$ cat config.mk
export PLATFORM = sky130hd
export DESIGN_NAME = multi_cycle_ctrl
export DESIGN_NICKNAME = d
export VERILOG_FILES = /design/src/rtl/mcc_pkg.sv /design/src/rtl/mcc_alu_dec.sv /design/src/rtl/multi_cycle_ctrl.sv
export SDC_FILE = /design/constraint.sdc
export NUM_CORES = 1
export LEC_CHECK = 0
export ABC_CLOCK_PERIOD_IN_PS = 3350
export BUFFER_PORTS_ARGS = -buffer_cell sky130_fd_sc_hd__buf_2
export CAP_MARGIN = 20
export CORE_MARGIN = 10
export CORE_UTILIZATION = 51
export DETAILED_ROUTE_END_ITERATION = 7
export HOLD_SLACK_MARGIN = 0.12
export PLACE_DENSITY = 0.78
export SYNTH_ARGS = -nofsm -noshare
export SYNTH_HDL_FRONTEND = slang
export SYNTH_HIERARCHICAL = 1
export SYNTH_SLANG_ARGS = --single-unit
$ cat constraint.sdc
create_clock -name clk -period 3.35 [get_ports clk]
set_input_delay 0.335 -clock clk [delete_from_list [all_inputs] [get_ports clk]]
set_output_delay 0.335 -clock clk [all_outputs]
set_load 0.01 [all_outputs]
$ cat src/rtl/mcc_pkg.sv
// mcc_pkg: state encodings, opcode/funct constants and ALU_OP codes for multi_cycle_ctrl.
package mcc_pkg;

    typedef enum logic [2:0] {
        S_IDLE = 3'd0,
        S_IF   = 3'd1,
        S_ID   = 3'd2,
        S_EXE  = 3'd3,
        S_MEM  = 3'd4,
        S_WB   = 3'd5
    } state_e;

    localparam logic [5:0] OP_RTYPE = 6'b000000;
    localparam logic [5:0] OP_J     = 6'b000010;
    localparam logic [5:0] OP_JAL   = 6'b000011;
    localparam logic [5:0] OP_BEQ   = 6'b000100;
    localparam logic [5:0] OP_BNE   = 6'b000101;
    localparam logic [5:0] OP_ADDI  = 6'b001000;
    localparam logic [5:0] OP_SLTIU = 6'b001011;
    localparam logic [5:0] OP_ANDI  = 6'b001100;
    localparam logic [5:0] OP_ORI   = 6'b001101;
    localparam logic [5:0] OP_XORI  = 6'b001110;
    localparam logic [5:0] OP_LW    = 6'b100011;
    localparam logic [5:0] OP_SW    = 6'b101011;

    localparam logic [5:0] FN_ADD  = 6'b100000;
    localparam logic [5:0] FN_SUB  = 6'b100010;
    localparam logic [5:0] FN_AND  = 6'b100100;
    localparam logic [5:0] FN_OR   = 6'b100101;
    localparam logic [5:0] FN_XOR  = 6'b100110;
    localparam logic [5:0] FN_NOR  = 6'b100111;
    localparam logic [5:0] FN_SLTU = 6'b101011;
    localparam logic [5:0] FN_SLLV = 6'b000100;

    localparam logic [2:0] ALU_AND  = 3'b000;
    localparam logic [2:0] ALU_OR   = 3'b001;
    localparam logic [2:0] ALU_XOR  = 3'b010;
    localparam logic [2:0] ALU_NOR  = 3'b011;
    localparam logic [2:0] ALU_ADD  = 3'b100;
    localparam logic [2:0] ALU_SUB  = 3'b101;
    localparam logic [2:0] ALU_SLTU = 3'b110;
    localparam logic [2:0] ALU_SLLV = 3'b111;

endpackage

$ cat src/rtl/mcc_alu_dec.sv
// mcc_alu_dec: op_code/funct to ALU_OP map plus unsupported-instruction flag.
// jal is accepted only when MCC_JAL_EN is defined.
module mcc_alu_dec
    import mcc_pkg::*;
(
    input  logic [5:0] op_code_i,
    input  logic [5:0] funct_i,
    output logic [2:0] alu_op_o,
    output logic       unsup_o
);

    always_comb begin
        alu_op_o = ALU_ADD;
        unsup_o  = 1'b0;
        case (op_code_i)
            OP_RTYPE: begin
                case (funct_i)
                    FN_ADD:  alu_op_o = ALU_ADD;
                    FN_SUB:  alu_op_o = ALU_SUB;
                    FN_AND:  alu_op_o = ALU_AND;
                    FN_OR:   alu_op_o = ALU_OR;
                    FN_XOR:  alu_op_o = ALU_XOR;
                    FN_NOR:  alu_op_o = ALU_NOR;
                    FN_SLTU: alu_op_o = ALU_SLTU;
                    FN_SLLV: alu_op_o = ALU_SLLV;
                    default: unsup_o  = 1'b1;
                endcase
            end
            OP_ADDI:                alu_op_o = ALU_ADD;
            OP_ANDI:                alu_op_o = ALU_AND;
            OP_ORI:                 alu_op_o = ALU_OR;
            OP_XORI:                alu_op_o = ALU_XOR;
            OP_SLTIU:               alu_op_o = ALU_SLTU;
            OP_LW, OP_SW, OP_J:     alu_op_o = ALU_ADD;
            OP_BEQ, OP_BNE:         alu_op_o = ALU_SUB;
`ifdef MCC_JAL_EN
            OP_JAL:                 alu_op_o = ALU_ADD;
`endif
            default:                unsup_o  = 1'b1;
        endcase
    end

endmodule

$ cat src/rtl/multi_cycle_ctrl.sv
// multi_cycle_ctrl: multi-cycle MIPS-subset control FSM with retired-instruction counter.
// Define MCC_JAL_EN to support jal; otherwise jal decodes as illegal.
module multi_cycle_ctrl
    import mcc_pkg::*;
#(
    parameter int ALU_OP_W = 3,
    parameter int CNT_W    = 32
) (
    input  logic                clk,
    input  logic                rst,
    input  logic [5:0]          op_code,
    input  logic [5:0]          funct,
    input  logic                ZF,
    output logic                PC_Write,
    output logic [1:0]          PC_s,
    output logic                IR_Write,
    output logic                Reg_Write,
    output logic [1:0]          rd_s,
    output logic [1:0]          w_data_s,
    output logic                ALU_SrcA,
    output logic [1:0]          ALU_SrcB,
    output logic                Mem_Write,
    output logic [ALU_OP_W-1:0] ALU_OP,
    output logic [2:0]          state,
    output logic                illegal,
    output logic [CNT_W-1:0]    inst_cnt
);

    state_e           state_q, state_d;
    logic [CNT_W-1:0] cnt_q, cnt_d;
    logic [2:0]       alu_op;
    logic             unsup, r_type, is_lw, is_sw, is_beq, is_bne, is_j, is_jal, imm_s, imm_z;

    mcc_alu_dec u_dec (
        .op_code_i (op_code),
        .funct_i   (funct),
        .alu_op_o  (alu_op),
        .unsup_o   (unsup)
    );

    assign r_type = op_code == OP_RTYPE;
    assign is_lw  = op_code == OP_LW;
    assign is_sw  = op_code == OP_SW;
    assign is_beq = op_code == OP_BEQ;
    assign is_bne = op_code == OP_BNE;
    assign is_j   = op_code == OP_J;
    assign imm_s  = op_code == OP_ADDI || op_code == OP_SLTIU;
    assign imm_z  = op_code == OP_ANDI || op_code == OP_ORI || op_code == OP_XORI;
`ifdef MCC_JAL_EN
    assign is_jal = op_code == OP_JAL;
`else
    assign is_jal = 1'b0;
`endif

    assign ALU_OP   = ALU_OP_W'(alu_op);
    assign rd_s     = is_jal ? 2'b10 : r_type ? 2'b01 : 2'b00;
    assign w_data_s = is_jal ? 2'b10 : is_lw ? 2'b01 : 2'b00;
    assign state    = state_q;
    assign inst_cnt = cnt_q;

    // Enables decode from the registered state, so async reset clears them at once.
    always_comb begin
        state_d   = S_IF;
        PC_Write  = 1'b0;
        PC_s      = 2'b00;
        IR_Write  = 1'b0;
        Reg_Write = 1'b0;
        Mem_Write = 1'b0;
        ALU_SrcA  = 1'b0;
        ALU_SrcB  = 2'b00;
        illegal   = 1'b0;
        case (state_q)
            S_IDLE: state_d = S_IF;
            S_IF: begin
                IR_Write = 1'b1;
                PC_Write = 1'b1;
                state_d  = S_ID;
            end
            S_ID: begin
                illegal  = unsup;
                PC_Write = !unsup && (is_j || is_jal);
                PC_s     = (!unsup && (is_j || is_jal)) ? 2'b10 : 2'b00;
                state_d  = (unsup || is_j) ? S_IF : is_jal ? S_WB : S_EXE;
            end
            S_EXE: begin
                ALU_SrcA = 1'b1;
                ALU_SrcB = imm_z ? 2'b10 : (imm_s || is_lw || is_sw) ? 2'b01 : 2'b00;
                PC_Write = (is_beq && ZF) || (is_bne && !ZF);
                PC_s     = (is_beq || is_bne) ? 2'b01 : 2'b00;
                state_d  = (is_beq || is_bne) ? S_IF : (is_lw || is_sw) ? S_MEM : S_WB;
            end
            S_MEM: begin
                Mem_Write = is_sw;
                state_d   = is_lw ? S_WB : S_IF;
            end
            S_WB: begin
                Reg_Write = 1'b1;
                state_d   = S_IF;
            end
            default: state_d = S_IF;
        endcase
    end

    assign cnt_d = (state_d == S_IF && state_q inside {S_ID, S_EXE, S_MEM, S_WB})
                   ? cnt_q + CNT_W'(1) : cnt_q;

    always_ff @(posedge clk or negedge rst) begin
        if (!rst) begin
            state_q <= S_IDLE;
            cnt_q   <= '0;
        end else begin
            state_q <= state_d;
            cnt_q   <= cnt_d;
        end
    end

endmodule

After elaboration in Yosys (flattened, before gate mapping)
Cells that the tools add are included.
- reductions and logical operators: 20
- eq/ne operators: 24
- muxes and demuxes: 23
- add/sub/neg operators: 1
- operator list (kind ; number):
    $eq 6x6->1 const B ; 9
    $add 32x1->32 const B ; 1
    $eq 6x4->1 const B ; 5
    $pmux 3 s7 ; 1
    $eq 6x3->1 const B ; 3
    $pmux 3 s6 ; 1
    $pmux 3 s4 ; 1
    $mux 1 ; 11
    $reduce_or 10->1 ; 1
    $logic_or 1x1->1 ; 9
    $mux 2 ; 4
    $reduce_or 8->1 ; 1
    $eq 3x1->1 const B ; 2
    $eq 3x2->1 const B ; 2
    $eq 3x3->1 const B ; 2
    $eq 6x2->1 const B ; 1
    $logic_not 6->1 ; 1
    $mux 3 ; 2
    $logic_and 1x1->1 ; 4
    $pmux 2 s2 ; 1
    $reduce_bool 4->1 ; 1
    $pmux 1 s3 ; 1
    $logic_not 1->1 ; 2
    $pmux 1 s2 ; 1
    $reduce_or 2->1 ; 1
- output and inout port bits: 52
- register bits: 35
- input bits: 15
- logic and storage cells: 70

Longest topological paths before layout
- depth after elaboration: 9
- gate-level depth with buffers: 13

Hierarchy
The synthesis kept the hierarchy.
- modules (own cells, without submodules) (module ; cells an instance ; times used ; seq. area each (µm²) ; area each (µm²)):
    multi_cycle_ctrl ; 183 ; 1 ; 875.8 ; 1830.5
    mcc_alu_dec ; 41 ; 1 ; 0.0 ; 256.5

Least setup slack after synthesis
No wires, ideal clock.
- path type: register -> register
- from: reg state_q[2], in the netlist state[2]
- to: reg cnt_q[18], in the netlist inst_cnt[18]
- data arrival time: 2.444 ns
- stages on the path, launching flop included: 10
- library setup time: 0.126 ns
- slack: 0.781 ns
- period minus slack after synthesis: 2.569 ns
- cell sequence: dfrtp_1 -> inv_1 -> ha_1 -> or3b_2 -> o22ai_2 -> nand3_2 -> or2_1 -> buf_6 -> or4_4 -> xnor2_2
- cells in the longest elaborated chain, start to end: 4
- RTL lines (item ; line ; RTL):
    start: declaration ; multi_cycle_ctrl.sv:29 ; state_e state_q, state_d;
    start signal: assignment ; multi_cycle_ctrl.sv:112 ; state_q <= state_d;
    $eq 3x3->1 (tied with other cells) ; multi_cycle_ctrl.sv:72, multi_cycle_ctrl.sv:104 ;
    $pmux 3 s4 ; multi_cycle_ctrl.sv:72 ; case (state_q)
    $eq 3x1->1 ; multi_cycle_ctrl.sv:104 ; assign cnt_d = (state_d == S_IF && state_q inside {S_ID, S_EXE, S_MEM, S_WB})
    $logic_and 1x1->1 * ; multi_cycle_ctrl.sv:104 ;
    end signal: assignment ; multi_cycle_ctrl.sv:113 ; cnt_q <= cnt_d;
    end: declaration ; multi_cycle_ctrl.sv:30 ; logic [CNT_W-1:0] cnt_q, cnt_d;
Mark *: on every way between the ends. The rest lies on a longest branch, timed or not.
A chain may end at the register's enable or synchronous reset.

Worst setup path after layout
- from: reg state_q[2], in the netlist state[2]
- to: reg cnt_q[23], in the netlist inst_cnt[23]
Same word-level chain as after synthesis.

==> impl_metrics.tcl <==
set metrics [dict create \
    drc 0 \
    die_area_sq_um 7050 \
    ys_seq_elements 35 \
    clockRootBuffer "clkbuf_8" \
    skew_ns 0.00788 \
    synth_cell_types 45 \
    final_common_cell "buf_2" \
    die_w_um 84.0 \
    io_pins 67 \
    pre_cts_ws_ns 0.654 \
    cts_repair_resize_count 0 \
    cts_tree "yes" \
    fillers 365 \
    cts_buffers 5 \
    area_growth_pct 20.4 \
    cts_max_path_buffers 2 \
    final.setup.worst_slack_ns 0.755 \
    core_area_sq_um 3970 \
    wl_mm 5.24 \
    holdBufCountCts 0 \
    maxSlewViolCount 0 \
    finalNetCount 307 \
    p_total_uw 1330 \
    cts_setup_buffers 0 \
    synth_edf_count 0 \
    status "finished clean" \
    setup_viol 0 \
    cts_sinks 35 \
    ir_drop_uv 392 \
    grt_setup_unrepaired "no" \
    startpoint "state[2]" \
    required_ns 3.56 \
    hp-class "input port to async pin" \
    synth_top_area_share_pct 42.0 \
    rows 23 \
    clk_pin_slew_ns 0.07 \
    crit_arrival_ns 2.80 \
    dp_hpwl_mm 4.01 \
    yosysWarnings 6 \
    crit_fanout 14 \
    grt_start_max_net_pins 36 \
    numPortBuffers 64 \
    syn_area_sq_um 2090 \
    track_usage_pct 14.9 \
    finalCritPeriodShare_pct 77.5 \
    viasPerCell 5.50 \
    cellPowerDensity_nw_per_um2 528 \
    syn_inst 224 \
    grt_pass1_vias 1866 \
    final_cell_mix "buf_2 (64), dfrtp_1 (35), nand2_1 (22)" \
    synth_top_cell_by_area "dfrtp_1" \
    ys_seq_area_share_pct 42.0 \
    max_slew.worst_pin.slew_ns 0.746 \
    drt.antenna.violating_nets 0 \
    end_kind "flip-flop" \
    dieHeight_um 84.0 \
    crit_type "flip-flop to flip-flop" \
    hold_viol 0 \
    drive_gt1_share_pct 27.8 \
    clock_latency_ns 0.29 \
    cap_violations 0 \
    drt-initial-drc-count 93 \
    gr-total-overflow 0 \
    fin_tns_setup_ns 0 \
    ys_top_cells_by_area "dfrtp_1 (42%), xnor2_1 (7.1%), xor2_1 (6.3%)" \
    r2r-start "state[2]" \
    place_congestion 0.868 \
    fmax_ghz 0.385 \
    num_vias 1875 \
    grt_pass1_wl_mm 8.94 \
    relSlewSlack_pct 50.2 \
    ys_async_sr_fraction_pct 100 \
    syn_avg_cell_area_sq_um 9.32 \
    drtPass1Iterations 4 \
    post-route-min-period_ns 2.59 \
    p_leak_uw 0.00131 \
    synthFlopType "dfrtp_1" \
    wl_per_cell_um 15.4 \
    n_antenna_cell 0 \
    start_util_pct 52.6 \
    antenna_found_initial 0 \
    cts.htree.levels 2 \
    start_kind "flip-flop" \
]
[routing by layer]
| layer | GRT usage, % | up-vias | part of all wire (%) |
|---|---|---|---|
| li1 | - | 921 | - |
| met1 | 18.4 | 879 | 43 |
| met2 | 23.5 | 70 | 47 |
| met3 | 5.57 | 5 | 9.7 |
| met4 | 4.57 | 0 | 1.1 |
| met5 | 0 | - | 0 |
[critical path: stages (launching register included)]
cell and delay [ns]:
dfrtp_1 0.44, inv_1 0.09, ha_1 0.30, or3b_2 0.46, o22ai_2 0.11, nand3_2 0.10
or2_1 0.26, buf_4 0.21, nor4_1 0.37, xor2_1 0.17
[where the power goes]
| group | total, uW | switching, uW | internal, uW |
|---|---|---|---|
| clock network | 296 | 151 | 145 |
| registers | 540 | 69.1 | 471 |
| logic | 491 | 298 | 193 |
| total | 1330 | 518 | 809 |
[kinds of logic (layout without fill, tap and decap cells)]
kind of cell | count (synthesis) | in the layout | synth area share (%)
simple gates | 115 | 115 | 31.4
flops | 35 | 35 | 42.0
xor+xnor | 33 | 33 | 14.2
compound gates | 20 | 20 | 6.35
buf+inv | 18 | 84 | 4.74
fa+ha+maj | 2 | 2 | 1.20
other cells | 1 | 2 | 0.180
[through the flow]
step / instances / hold slack (ns) / utilization, % / cell area (sq um)
CTS: 341 / 0.138 / 63.3 / 2510
floorplan: 225 / 0.0394 / - / 2090
finish: 341 / 0.108 / 63.3 / 2510
detailed placement: 333 / 0.447 / 61.1 / 2430
global route: 341 / 0.159 / 63.3 / 2510
global placement: 333 / 0.451 / 61.1 / 2430
[state kept, by name, indices dropped and copies added (netlist names)]
| name | cells |
|---|---|
| state | 3 |
| inst_cnt | 32 |
[synth_stat cells, drive strengths merged, types with 4 or more instances]
master  number
a21oi        4
and3        12
buf          7
dfrtp       35
inv         10
nand2       22
nand3       10
nand4       13
nor2        12
nor2b        4
nor3        14
nor3b        4
nor4         6
o21ai        5
xnor2       18
xor2        15
[layout make-up]
type                            count  area, sq um  area share, %
Clock buffer                        6         72.6           2.89
Clock inverter                      2         12.5          0.498
Inverter                           10         37.5           1.49
Multi-Input combinational cell    172         1120           44.4
Sequential cell                    35          876           34.9
Tap cell                           50         62.6           2.49
Timing Repair Buffer               66          335           13.3
[worst paths after layout]
kind	end	slack, ns	cells past startpoint
worst min register to register	inst_cnt[20]	0.48	1
worst max register to register	inst_cnt[23]	0.76	9
worst min-delay path	inst_cnt[31]	0.11	1
max in group asynchronous	inst_cnt[9]	2.76	1
min in group clk	inst_cnt[20]	0.48	1
worst max-delay path	inst_cnt[23]	0.76	9
No activity file was read; power rests on OpenSTA's default activity.
